$ cat src/rtl/trig_edge_conditioner.sv
// Trigger edge conditioner: two independent channels (start, stop), each synchronised,
// width-filtered, rising-edge detected and holdoff-gated into a single-cycle pulse.
// Accepted and holdoff-refused events are counted for monitoring.
module trig_edge_conditioner #(
    parameter int unsigned MIN_WIDTH = 2,
    parameter int unsigned HOLDOFF   = 8,
    parameter int unsigned CNT_W     = 16
) (
    input  logic             clk,
    input  logic             reset,
    input  logic             enable,
    input  logic             start_in,
    input  logic             stop_in,
    output logic             set_pulse,
    output logic             clr_pulse,
    output logic [CNT_W-1:0] set_count,
    output logic [CNT_W-1:0] clr_count,
    output logic [CNT_W-1:0] drop_count
);

    localparam int unsigned WW = $clog2(MIN_WIDTH + 1);
    // Keep at least one bit so HOLDOFF=0 still yields a legal (always-zero) counter.
    localparam int unsigned HW = (HOLDOFF > 0) ? $clog2(HOLDOFF + 1) : 1;
    localparam logic [WW-1:0] WMax  = WW'(MIN_WIDTH);
    localparam logic [HW-1:0] HLoad = HW'(HOLDOFF);

    // Channel index 0 = start, 1 = stop.
    logic [1:0]       raw;
    logic [1:0]       s1_q, s2_q;
    logic [WW-1:0]    wcnt_q [2];
    logic [WW-1:0]    wcnt_d [2];
    logic [HW-1:0]    hcnt_q [2];
    logic [HW-1:0]    hcnt_d [2];
    logic [1:0]       pulse_q, pulse_d;
    logic [CNT_W-1:0] cnt_q [2];
    logic [CNT_W-1:0] cnt_d [2];
    logic [CNT_W-1:0] drop_q, drop_d;
    logic [CNT_W:0]   drop_sum;
    logic [1:0]       qual, accept, drop;

    assign raw = {stop_in, start_in};

    // Per-channel width filter, qualification, holdoff and acceptance.
    always_comb begin
        for (int c = 0; c < 2; c++) begin
            if (!s2_q[c]) begin
                wcnt_d[c] = '0;
            end else if (wcnt_q[c] != WMax) begin
                wcnt_d[c] = wcnt_q[c] + WW'(1);
            end else begin
                wcnt_d[c] = wcnt_q[c];
            end
            // Only the transition into saturation qualifies: once per high level.
            qual[c]   = (wcnt_d[c] == WMax) && (wcnt_q[c] != WMax);
            accept[c] = qual[c] && enable && (hcnt_q[c] == '0);
            drop[c]   = qual[c] && enable && (hcnt_q[c] != '0);
            if (accept[c]) begin
                hcnt_d[c] = HLoad;
            end else if (hcnt_q[c] != '0) begin
                hcnt_d[c] = hcnt_q[c] - HW'(1);
            end else begin
                hcnt_d[c] = hcnt_q[c];
            end
            pulse_d[c] = accept[c];
            cnt_d[c]   = cnt_q[c] + CNT_W'(accept[c]);
        end
    end

    // Drop counter: both channels may refuse in the same cycle; saturate at all-ones.
    always_comb begin
        drop_sum = {1'b0, drop_q} + (CNT_W + 1)'(drop[0]) + (CNT_W + 1)'(drop[1]);
        drop_d   = drop_sum[CNT_W] ? '1 : drop_sum[CNT_W-1:0];
    end

    // State registers, all cleared by the asynchronous reset.
    always_ff @(posedge clk or negedge reset) begin
        if (!reset) begin
            s1_q    <= '0;
            s2_q    <= '0;
            wcnt_q  <= '{default: '0};
            hcnt_q  <= '{default: '0};
            pulse_q <= '0;
            cnt_q   <= '{default: '0};
            drop_q  <= '0;
        end else begin
            s1_q    <= raw;
            s2_q    <= s1_q;
            wcnt_q  <= wcnt_d;
            hcnt_q  <= hcnt_d;
            pulse_q <= pulse_d;
            cnt_q   <= cnt_d;
            drop_q  <= drop_d;
        end
    end

    assign set_pulse  = pulse_q[0];
    assign clr_pulse  = pulse_q[1];
    assign set_count  = cnt_q[0];
    assign clr_count  = cnt_q[1];
    assign drop_count = drop_q;

endmodule

$ cat config.mk
export PLATFORM = sky130hd
export DESIGN_NAME = trig_edge_conditioner
export DESIGN_NICKNAME = d
export VERILOG_FILES = /design/src/rtl/trig_edge_conditioner.sv
export SDC_FILE = /design/constraint.sdc
export NUM_CORES = 1
export LEC_CHECK = 0
export BUFFER_PORTS_ARGS = -buffer_cell sky130_fd_sc_hd__buf_2
export CELL_PAD_IN_SITES_DETAIL_PLACEMENT = 1
export CELL_PAD_IN_SITES_GLOBAL_PLACEMENT = 1
export CORE_MARGIN = 2
export CORE_UTILIZATION = 47
export DETAILED_ROUTE_END_ITERATION = 8
export GPL_TIMING_DRIVEN = 0
export MAX_ROUTING_LAYER = met4
export PLACE_DENSITY_LB_ADDON = 0.1
export SETUP_SLACK_MARGIN = 0.2
export SLEW_MARGIN = 40
export SYNTH_ARGS = -nofsm -noshare
export SYNTH_HDL_FRONTEND = slang
export SYNTH_SLANG_ARGS = --single-unit
$ cat constraint.sdc
create_clock -name clk -period 6.6 [get_ports clk]
set_input_delay 0.33 -clock clk [delete_from_list [all_inputs] [get_ports clk]]
set_output_delay 0.33 -clock clk [all_outputs]
set_load 0.005 [all_outputs]
==> reports/results.tsv, run 1 <==
stage	metric	value	unit
pwr	p_leak	1.90	nW
critical_path	critPathSlowestCell	fa_1	
worst_hold_path	min_from	start_in	
worst_hold_path	hold_class	in -> reg	
finish	drive_gt1_frac	0.272	
critical_path	reg2reg_setup_slack	3.63	ns
global_route	grt_pass1_wl	10.7	mm
synthesis	synth_most_common_cell	dfrtp_1	
global_route	top_usage_layer	met2	
pwr	power_switching	0.266	mW
synthesis	synth_mux_area_frac	0.0116	
sta	tightest_slew	0.589	ns
cts	h-tree-depth	3	
placed_design	portBuffers	54	
global_route	grt_pass1_vias	2238	
critical_path	cp.required	6.86	ns
synthesis	yosys_warnings	0	
worst_hold_path	hold_path_end	s1_q[0]	
critical_path	r2r-end	drop_count[9]	
synthesis	synthXorXnorAreaFrac	0.105	
synthesis	synthSimpleGateAreaFrac	0.202	
die	dieHeight	82.9	um
sta	skew	0.00618	ns
global_route	grt_use_met2	0.320	
synthesis	synthTopCellsByCount	66 x dfrtp_1, 26 x nand2_1, 19 x nand3_1, 19 x xnor2_1, 16 x xor2_1	
pwr	irDropWorstVdd	0.000180	V
critical_path	worstPathMaxFanout	10	
sta	final_max_slew_viol_count	0	
synthesis	yosys-top-cells-area	dfrtp_1 56%, xnor2_1 5.7%, xor2_1 4.8%	
placed_design	place.gp.congestion	0.726	
synthesis	yosysUniqueCellTypes	39	
cts	cts_sinks	66	
finish	syn_to_final_growth	22.6	%
sta	fin_crit	2.97	ns
pwr	clockPowerShare	0.389	
synthesis	syn_area_per_cell	11.6	um2
synthesis	synth.largest_area_cell	dfrtp_1	
critical_path	start_kind	flip-flop	
drt	drt-total-wl	6.05	mm
pwr	comb_power_share	0.148	
flow_run	drv_cap	0	
pwr	p_int	0.804	mW
placed_design	dpl.hpwl	4.36	mm
critical_path	crit_buf_inv	3	
drt	ant_nets	0	
drt	drt_iter0_markers	77	
global_route	grt_usage	0.200	
critical_path	endpoint_kind	flip-flop	
synthesis	synthAdderAreaFrac	0.0539	
global_route	antenna_found_initial	0	
drt	firstDrtPassIters	2	
pwr	p_per_area	299	nW/um2
die	start_util	0.491	
global_route	grt_max_degree	50	
synthesis	synth_compound_area_frac	0.0385	
synthesis	synth_top_family_by_area	simple AND/OR/NAND/NOR gates	
synthesis	synthArstFlopShare	1.00	
critical_path	crit_type	reg -> reg	
pwr	seq_power_share	0.463	
cts	cts_tree	built	
synthesis	ys_seq_area_frac	0.565	
finish	n_antenna_cell	0	
die	rows	28	
cts	clkTransAtPathRegs	0.07	ns
die	io_pins	55	
cts	cts_resized	0	
sta	tns	0	ns
cts	clk_latency	0.33	ns
synthesis	syn-num-nets	269	
drt	routedWlPerCell	15.2	um
critical_path	crit_chain	inv_1, ha_1, and2_1, nand3_1, or2_2, fa_1, inv_1, ha_1, and4_2, and3_4, nand3_4, buf_6, nand2_1	
drt	drc	0	
status	status	finished, final reports clean	
sta	maxSlewHeadroom	0.607	
synthesis	ys.flop_type	dfrtp_1	
placed_design	pre_cts_slack	3.65	ns
critical_path	worstRegToRegCells	13	
synthesis	synth_area	2920	um2
critical_path	worst_path_largest_cell_delay	0.41	ns
synthesis	ys_ff_latch	66	
sta	rsz0062_at_grt	no	
cts	clockBufferDepth	2	
cts	numCtsBuffers	9	
drt	viasPerCell	5.25	
die	die-area	6870	um2
global_route	grt.met1_usage	0.241	
synthesis	synth-edff-count	0	
finish	n_fill_cell	657	
sta	hold_violations	0	
synthesis	synthCells	252	
critical_path	arrival	3.24	ns
drt	vias	2096	
critical_path	crit_family	simple AND/OR/NAND/NOR gates	
sta	fin_crit_sh	0.451	
cts	root_buffer	clkbuf_8	
global_route	grt_util_met3	0.0586	
synthesis	synth_top_area_share	0.565	
sta	setup_viol	0	
die	fp.coreArea	5960	um2
pwr	switching_share	0.249	
sta	fmaxAchievable	336	MHz
critical_path	reg2reg_from	wcnt_q[1]	
finish	nets	336	
die	die_x	82.9	um
global_route	grt_overflow	0	
sta	layout_setup_ws	3.63	ns
worst_hold_path	hold_path_depth	1	
-- registers in the layout (all words and copies together), names as in the netlist --
name        flops
clr_count      16
drop_count     16
hcnt_q          8
pulse_q         2
s1_q            2
s2_q            2
set_count      16
wcnt_q          4
-- area by class of cell --
| type | instances | area, um2 | area share |
|---|---|---|---|
| Buffer | 3 | 23.8 | 0.00663 |
| Clock buffer | 11 | 151 | 0.0422 |
| Clock inverter | 5 | 100 | 0.0279 |
| Inverter | 13 | 48.8 | 0.0136 |
| Multi-Input combinational cell | 170 | 1200 | 0.335 |
| Sequential cell | 66 | 1650 | 0.461 |
| Tap cell | 75 | 93.8 | 0.0262 |
| Timing Repair Buffer | 56 | 314 | 0.0876 |
-- metrics by stage --
step	hold slack (ns)	utilization	cells	cell area (um2)	total power [mW]
3_3_place_gp	0.333	0.552	381	3290	0.649
5_1_grt	0.0808	0.602	399	3580	1.14
6_report	0.102	0.602	399	3580	1.07
2_1_floorplan	0.0344	-	252	2920	0.601
3_5_place_dp	0.185	0.558	382	3320	0.665
4_1_cts	0.0801	0.602	399	3580	1.09
-- power by group through the flow --
stage	clock network [mW]	registers [mW]	logic [mW]
floorplan	0	0.497	0.104
global placement	0	0.500	0.149
detailed placement	0	0.504	0.161
CTS	0.432	0.496	0.164
global route	0.452	0.503	0.188
finish	0.417	0.496	0.158
-- placed cells by master, fill, tap and decap left out, types with 2 or more instances in the layout --
master	instances
a211oi_1	2
a2bb2oi_1	2
a31oi_1	3
and2_1	4
and3_1	5
and4_1	3
buf_2	54
buf_6	2
bufinv_16	3
clkbuf_8	11
clkinv_2	2
dfrtp_1	66
ha_1	11
inv_1	13
mux2_2	3
nand2_1	26
nand3_1	19
nand4_1	8
nor2_1	13
nor2b_1	3
nor3_1	6
nor3b_1	2
o21ai_0	7
or2_2	3
xnor2_1	19
xor2_1	16
-- per-layer routing --
metal  share of wire  routed length (um)
met4           0.012                  74
met5               0                   0
met3           0.050                 305
met1            0.44                2650
met2            0.50                3030
-- logic make-up after synthesis --
family,Yosys count
xor gates and xnor gates,35
and+or+nand+nor,103
muxes,3
adders and majority gates,12
DFF,66
AOI/OAI and AO/OA,17
buffers and inverters,16
-- repair_timing --
| action | in CTS | in global routing |
|---|---|---|
| hold buffers | 1 | 0 |
| endpoints found under the hold margin | 17 | 0 |
| buffers inserted | 0 | 0 |
-- worst max-delay path by stage --
stage | start | endpoint | slack [ns] | cells after the start
floorplan | wcnt_q[1] | drop_count[13] | 3.96 | 13
global placement | wcnt_q[1] | drop_count[13] | 3.71 | 13
detailed placement | wcnt_q[3] | drop_count[13] | 3.65 | 13
CTS | wcnt_q[3] | drop_count[9] | 3.63 | 13
global route | wcnt_q[1] | drop_count[0] | 3.44 | 13
finish | wcnt_q[1] | drop_count[9] | 3.63 | 13
Note: power is estimated with default switching activity, not from simulation.
==> run 2: changes to the inputs <==
--- a/config.mk
+++ b/config.mk
@@ -5,11 +5,12 @@
 export SDC_FILE = /design/constraint.sdc
 export NUM_CORES = 1
 export LEC_CHECK = 0
+export ABC_AREA = 1
 export BUFFER_PORTS_ARGS = -buffer_cell sky130_fd_sc_hd__buf_2
 export CELL_PAD_IN_SITES_DETAIL_PLACEMENT = 1
 export CELL_PAD_IN_SITES_GLOBAL_PLACEMENT = 1
 export CORE_MARGIN = 2
-export CORE_UTILIZATION = 47
+export CORE_UTILIZATION = 38
 export DETAILED_ROUTE_END_ITERATION = 8
 export GPL_TIMING_DRIVEN = 0
 export MAX_ROUTING_LAYER = met4
==> constraint.sdc (replaced) <==
create_clock -name clk -period 2.6 [get_ports clk]
set_input_delay 0.13 -clock clk [delete_from_list [all_inputs] [get_ports clk]]
set_output_delay 0.13 -clock clk [all_outputs]
set_load 0.005 [all_outputs]
==> reports/results.tsv, run 2 <==
stage	metric	value	unit
synthesis	synth_area	3250	um2
pwr	clockPowerShare	0.294	
cts	cts_sinks	66	
cts	cts_tree	built	
synthesis	syn_area_per_cell	8.72	um2
drt	viasPerCell	4.73	
critical_path	worstPathMaxFanout	5	
synthesis	synthArstFlopShare	1.00	
synthesis	ys_ff_latch	66	
pwr	total_power	2.68	mW
pwr	switching_share	0.326	
global_route	antenna_found_initial	0	
pwr	seq_power_share	0.478	
critical_path	critPathSlowestCell	fa_2	
pwr	p_leak	2.25	nW
global_route	grt_pass1_vias	2765	
placed_design	dpl.hpwl	5.54	mm
finish	ff_latch_area	1650	um2
drt	drt_iter0_markers	55	
critical_path	crit_type	reg -> reg	
sta	tightest_slew	0.359	ns
global_route	grt_pass1_wl	12.7	mm
critical_path	start_kind	flip-flop	
global_route	top_usage_layer	met2	
global_route	grt_usage	0.184	
drt	routedWlPerCell	13.5	um
critical_path	worst_path_largest_cell_delay	0.40	ns
sta	hold_violations	0	
finish	n_antenna_cell	0	
drt	firstDrtPassIters	4	
status	status	finished, final reports clean	
synthesis	synthCells	372	
critical_path	worstRegToRegCells	15	
cts	clockBufferDepth	2	
placed_design	portBuffers	54	
critical_path	cp.required	2.88	ns
critical_path	reg2reg_from	wcnt_q[1]	
finish	drive_gt1_frac	0.270	
global_route	grt_overflow	0	
cts	clk_latency	0.34	ns
critical_path	r2r-end	drop_count[15]	
synthesis	ys_seq_area_frac	0.509	
cts	root_buffer	clkbuf_8	
finish	n_fill_cell	989	
pwr	irDropWorstVdd	0.000460	V
flow_run	drv_cap	0	
sta	rsz0062_at_grt	yes	
finish	multiInputGateArea	1440	um2
finish	layout_common_cells	77 x nand2_1, 66 x dfrtp_1, 55 x inv_1	
synthesis	yosysUniqueCellTypes	21	
critical_path	crit_start	wcnt_q[1]	
die	die_x	96.4	um
sta	final_max_slew_viol_count	0	
finish	stdcell_count	561	
drt	drc	0	
critical_path	endpoint_kind	flip-flop	
drt	ant_nets	0	
die	rows	33	
cts	h-tree-depth	3	
drt	drt-total-wl	7.57	mm
cts	numCtsBuffers	9	
finish	final_area	4090	um2
synthesis	yosys-top-cells-area	dfrtp_1 51%, nand2_1 9.4%, inv_1 7.1%	
finish	final_common_cell	nand2_1	
critical_path	arrival	2.62	ns
pwr	p_int	1.81	mW
drt	vias	2651	
critical_path	crit_chain	inv_2, ha_4, nand2_2, inv_2, nand4_1, fa_2, inv_2, ha_4, inv_4, nor2_4, nand2_4, nor2_4, nand2_4, buf_6, nand3_1	
sta	skew	0.0135	ns
sta	fin_crit_sh	0.903	
critical_path	reg2reg_setup_slack	0.25	ns
global_route	grt_util_met3	0.0434	
synthesis	synthTopCellsByCount	81 x nand2_1, 66 x dfrtp_1, 61 x inv_1	
synthesis	syn-num-nets	389	
synthesis	synth.largest_area_cell	dfrtp_1	
cts	clkTransAtPathRegs	0.08	ns
synthesis	synth-edff-count	0	
global_route	grt.met1_usage	0.231	
finish	nets	468	
finish	syn_to_final_growth	25.9	%
die	io_pins	55	
critical_path	cp_common_cell	inv_2	
worst_hold_path	hold_class	in -> async	
sta	setup_viol	0	
placed_design	dp_cells	532	
pwr	power_switching	0.873	mW
sta	fmaxAchievable	426	MHz
sta	fin_crit	2.35	ns
die	fp.coreArea	8260	um2
die	dieHeight	96.4	um
global_route	grt_max_degree	49	
sta	maxSlewHeadroom	0.759	
synthesis	synth_top_area_share	0.509	
placed_design	post_dp_cell_area	3680	um2
global_route	grt_use_met2	0.296	
synthesis	ys.flop_type	dfrtp_1	
pwr	p_per_area	655	nW/um2
critical_path	cp-endpoint	drop_count[15]	
synthesis	yosys_warnings	0	
pwr	comb_power_share	0.227	
placed_design	place.gp.congestion	0.746	
die	start_util	0.393	
die	die-area	9300	um2
synthesis	synth_most_common_cell	nand2_1	
[run 2: cell count changes after synthesis, moves of 5 or more]
| cell | before | now |
|---|---|---|
| xnor2_1 | 19 | 5 |
| nor2_1 | 13 | 41 |
| nand3_1 | 19 | 30 |
| inv_1 | 13 | 61 |
| o21ai_0 | 7 | 17 |
| nand3_2 | 1 | 6 |
| nand2_1 | 26 | 81 |
| and3_1 | 5 | 0 |
[run 2: worst min path at each step]
stage                  start       endpoint
finish                 reset   clr_count[7]
global route           reset  clr_count[15]
CTS                    reset   clr_count[7]
detailed placement     reset   clr_count[7]
global placement    start_in        s1_q[0]
floorplan              reset   clr_count[0]
[run 2: through the flow]
stage | worst slack, ns | utilization | hold WS, ns | TNS [ns]
2_1_floorplan | 0.345 | - | -0.166 | 0
3_3_place_gp | 0.0623 | 0.442 | 0.238 | 0
3_5_place_dp | -0.00509 | 0.446 | -0.0119 | -0.0128
4_1_cts | 0.205 | 0.482 | 0.176 | 0
5_1_grt | 0.122 | 0.495 | 0.207 | 0
6_report | 0.253 | 0.495 | 0.190 | 0
[run 2: per-layer routing]
| metal | vias up | wire, um |
|---|---|---|
| met5 | - | 0 |
| met1 | 1289 | 3620 |
| met3 | 6 | 291 |
| met4 | 0 | 57 |
| met2 | 39 | 3600 |
| li1 | 1317 | - |
[run 2: final cells by class]
class / count / share of cell area
Buffer: 1 / 0.00490
Clock buffer: 10 / 0.0337
Clock inverter: 6 / 0.0104
Inverter: 61 / 0.0567
Multi-Input combinational cell: 244 / 0.352
Sequential cell: 66 / 0.404
Tap cell: 105 / 0.0322
Timing Repair Buffer: 68 / 0.106
[run 2: power groups by stage]
stage	Combinational, mW	Sequential (mW)	Clock, mW
final	0.609	1.28	0.788
after global routing	0.729	1.31	0.866
after CTS	0.562	1.28	0.826
after detailed placement	0.533	1.30	0
after global placement	0.506	1.29	0
after floorplan	0.348	1.28	0
[run 2: worst max-delay path, delay by kind of cell, from the launching register on]
family	cells	cell delay, ns
adder cells (fa/ha/maj)	3	0.81
AND/OR/NAND/NOR	7	0.69
buffers and inverters	5	0.41
flip-flops	1	0.37
[run 2: what timing repair did]
item / 4_1_cts / 5_1_grt
cloned: 1 / 0
hold endpoints to repair: 68 / 0
hold buffers: 3 / 0
buffers inserted: 5 / 4
pin swaps: 5 / 8
endpoints found under the setup margin: 16 / 20
gates resized for setup: 11 / 20
[run 2: logic make-up (layout without fill, tap and decap cells)]
group / after synthesis / in the layout / synth area share
adders and majority gates: 12 / 12 / 0.0486
xor gates and xnor gates: 21 / 21 / 0.0567
and+or+nand+nor: 193 / 193 / 0.281
DFF: 66 / 66 / 0.509
buffers and inverters: 62 / 146 / 0.0767
AOI/OAI and AO/OA: 18 / 18 / 0.0278
==> run 3: changes to the inputs <==
--- a/config.mk
+++ b/config.mk
@@ -6,12 +6,12 @@
 export NUM_CORES = 1
 export LEC_CHECK = 0
 export ABC_AREA = 1
-export BUFFER_PORTS_ARGS = -buffer_cell sky130_fd_sc_hd__buf_2
 export CELL_PAD_IN_SITES_DETAIL_PLACEMENT = 1
 export CELL_PAD_IN_SITES_GLOBAL_PLACEMENT = 1
 export CORE_MARGIN = 2
-export CORE_UTILIZATION = 38
+export CORE_UTILIZATION = 43
 export DETAILED_ROUTE_END_ITERATION = 8
+export DONT_BUFFER_PORTS = 1
 export GPL_TIMING_DRIVEN = 0
 export MAX_ROUTING_LAYER = met4
 export PLACE_DENSITY_LB_ADDON = 0.1
==> reports/results.tsv, run 3 (synthesis results as in run 2) <==
stage	metric	value	unit
critical_path	worstPathMaxFanout	5	
cts	h-tree-depth	3	
flow_run	drv_cap	0	
finish	n_antenna_cell	0	
pwr	p_per_area	712	nW/um2
global_route	grt_pass1_vias	2592	
die	die-area	8260	um2
sta	skew	0.0140	ns
critical_path	reg2reg_setup_slack	0.24	ns
drt	routedWlPerCell	14.5	um
sta	final_max_slew_viol_count	0	
die	fp.coreArea	7290	um2
global_route	grt_overflow	0	
critical_path	endpoint_kind	flip-flop	
drt	drc	0	
placed_design	place.gp.congestion	0.796	
critical_path	start_kind	flip-flop	
die	die_x	90.9	um
die	rows	31	
finish	final_common_cell	nand2_1	
critical_path	worst_path_largest_cell_delay	0.43	ns
critical_path	crit_chain	inv_1, ha_1, nand2_1, inv_2, nand4_1, fa_2, inv_2, ha_4, inv_4, nor2_4, nand2_4, nor2_4, nand2_4, buf_6, nand3_2	
sta	worst_hold_slack	0.110	ns
finish	final_area	3820	um2
die	dieHeight	90.9	um
global_route	grt_usage	0.199	
cts	clkTransAtPathRegs	0.07	ns
finish	syn_to_final_growth	17.6	%
cts	numCtsBuffers	9	
die	start_util	0.445	
drt	viasPerCell	4.98	
cts	clockBufferDepth	2	
finish	multiInputGateArea	1420	um2
drt	drt-total-wl	7.27	mm
pwr	irDropWorstVdd	0.000441	V
placed_design	post_dp_cell_area	3370	um2
sta	fmaxAchievable	423	MHz
cts	root_buffer	clkbuf_8	
critical_path	cp.required	2.88	ns
pwr	clockPowerShare	0.343	
pwr	power_switching	0.802	mW
finish	layout_common_cells	78 x nand2_1, 66 x dfrtp_1, 57 x inv_1	
pwr	p_leak	2.02	nW
placed_design	portBuffers	0	
die	io_pins	55	
sta	setup_viol	0	
pwr	seq_power_share	0.477	
finish	stdcell_count	501	
pwr	p_int	1.92	mW
drt	firstDrtPassIters	4	
pwr	switching_share	0.295	
sta	rsz0062_at_grt	yes	
placed_design	dp_cells	471	
pwr	total_power	2.72	mW
cts	cts_sinks	66	
global_route	grt_pass1_wl	12.7	mm
critical_path	arrival	2.64	ns
finish	nets	414	
sta	tightest_slew	0.371	ns
finish	n_fill_cell	868	
drt	ant_nets	0	
sta	maxSlewHeadroom	0.750	
cts	cts_tree	built	
critical_path	crit_family	adder cells	
sta	tns	0	ns
finish	ff_latch_area	1650	um2
cts	clk_latency	0.34	ns
critical_path	critPathSlowestCell	fa_2	
drt	vias	2493	
finish	drive_gt1_frac	0.162	
global_route	antenna_found_initial	0	
status	status	finished, final reports clean	
sta	fin_crit_sh	0.909	
drt	drt_iter0_markers	62	
sta	fin_crit	2.36	ns
global_route	grt_max_degree	67	
critical_path	crit_buf_inv	5	
worst_hold_path	hold_class	in -> reg	
sta	hold_violations	0	
placed_design	dpl.hpwl	5.07	mm
pwr	comb_power_share	0.180	
critical_path	crit_type	reg -> reg	
-- run 3: changes by cell type in the layout (fill, tap and decap cells not counted), sizes merged --
cell and change:
buf -54, bufinv +1, clkbuf +5, clkinv -4
clkinvlp -2
-- run 3: final cells by class --
cell class / instances / area share
buffer: 1 / 0.00524
clock buffer: 15 / 0.0488
clock inverter: 1 / 0.00787
inverter: 61 / 0.0606
multi-input combinational: 244 / 0.371
sequential: 66 / 0.433
tap: 99 / 0.0324
timing repair buffer: 14 / 0.0410
-- run 3: through the flow --
| step | setup slack, ns | utilization |
|---|---|---|
| 4_1_cts | 0.209 | 0.510 |
| 3_3_place_gp | 0.0806 | 0.462 |
| 2_1_floorplan | 0.345 | - |
| 6_report | 0.236 | 0.524 |
| 3_5_place_dp | 0.0186 | 0.462 |
| 5_1_grt | 0.0444 | 0.524 |
-- run 3: power groups by stage --
stage	registers, mW	logic (mW)	clock network [mW]
after floorplan	1.28	0.348	0
after global placement	1.31	0.405	0
after detailed placement	1.32	0.430	0
after CTS	1.30	0.487	0.961
after global routing	1.32	0.591	1.01
final	1.30	0.491	0.932
-- run 3: final timing paths --
check                      startpoint              to  depth (start not counted)
min                            enable      pulse_q[0]                          4
min in group asynchronous       reset   clr_count[12]                          2
min reg2reg                   s1_q[0]         s2_q[0]                          0
max                         wcnt_q[3]  drop_count[12]                         15
max reg2reg                 wcnt_q[3]  drop_count[12]                         15
max in group asynchronous       reset   drop_count[5]                          2
-- run 3: routing by layer --
layer / global-route usage / share of wire
met5: - / 0
met2: 0.310 / 0.48
met1: 0.243 / 0.46
met4: 0.0720 / 0.019
met3: 0.0643 / 0.048
-- run 3: what timing repair did --
action	in CTS	in global routing
setup buffers	4	5
endpoints found under the hold margin	68	0
endpoints found under the setup margin	16	23
hold buffers	4	0
pin swaps	2	8
cloned	1	0
resized for setup	8	17
-- run 3: tightest hold or removal path, stage by stage --
cell and delay, ns:
inv_1 0.07, nor2_1 0.06, nand3_1 0.09, nor2_1 0.06
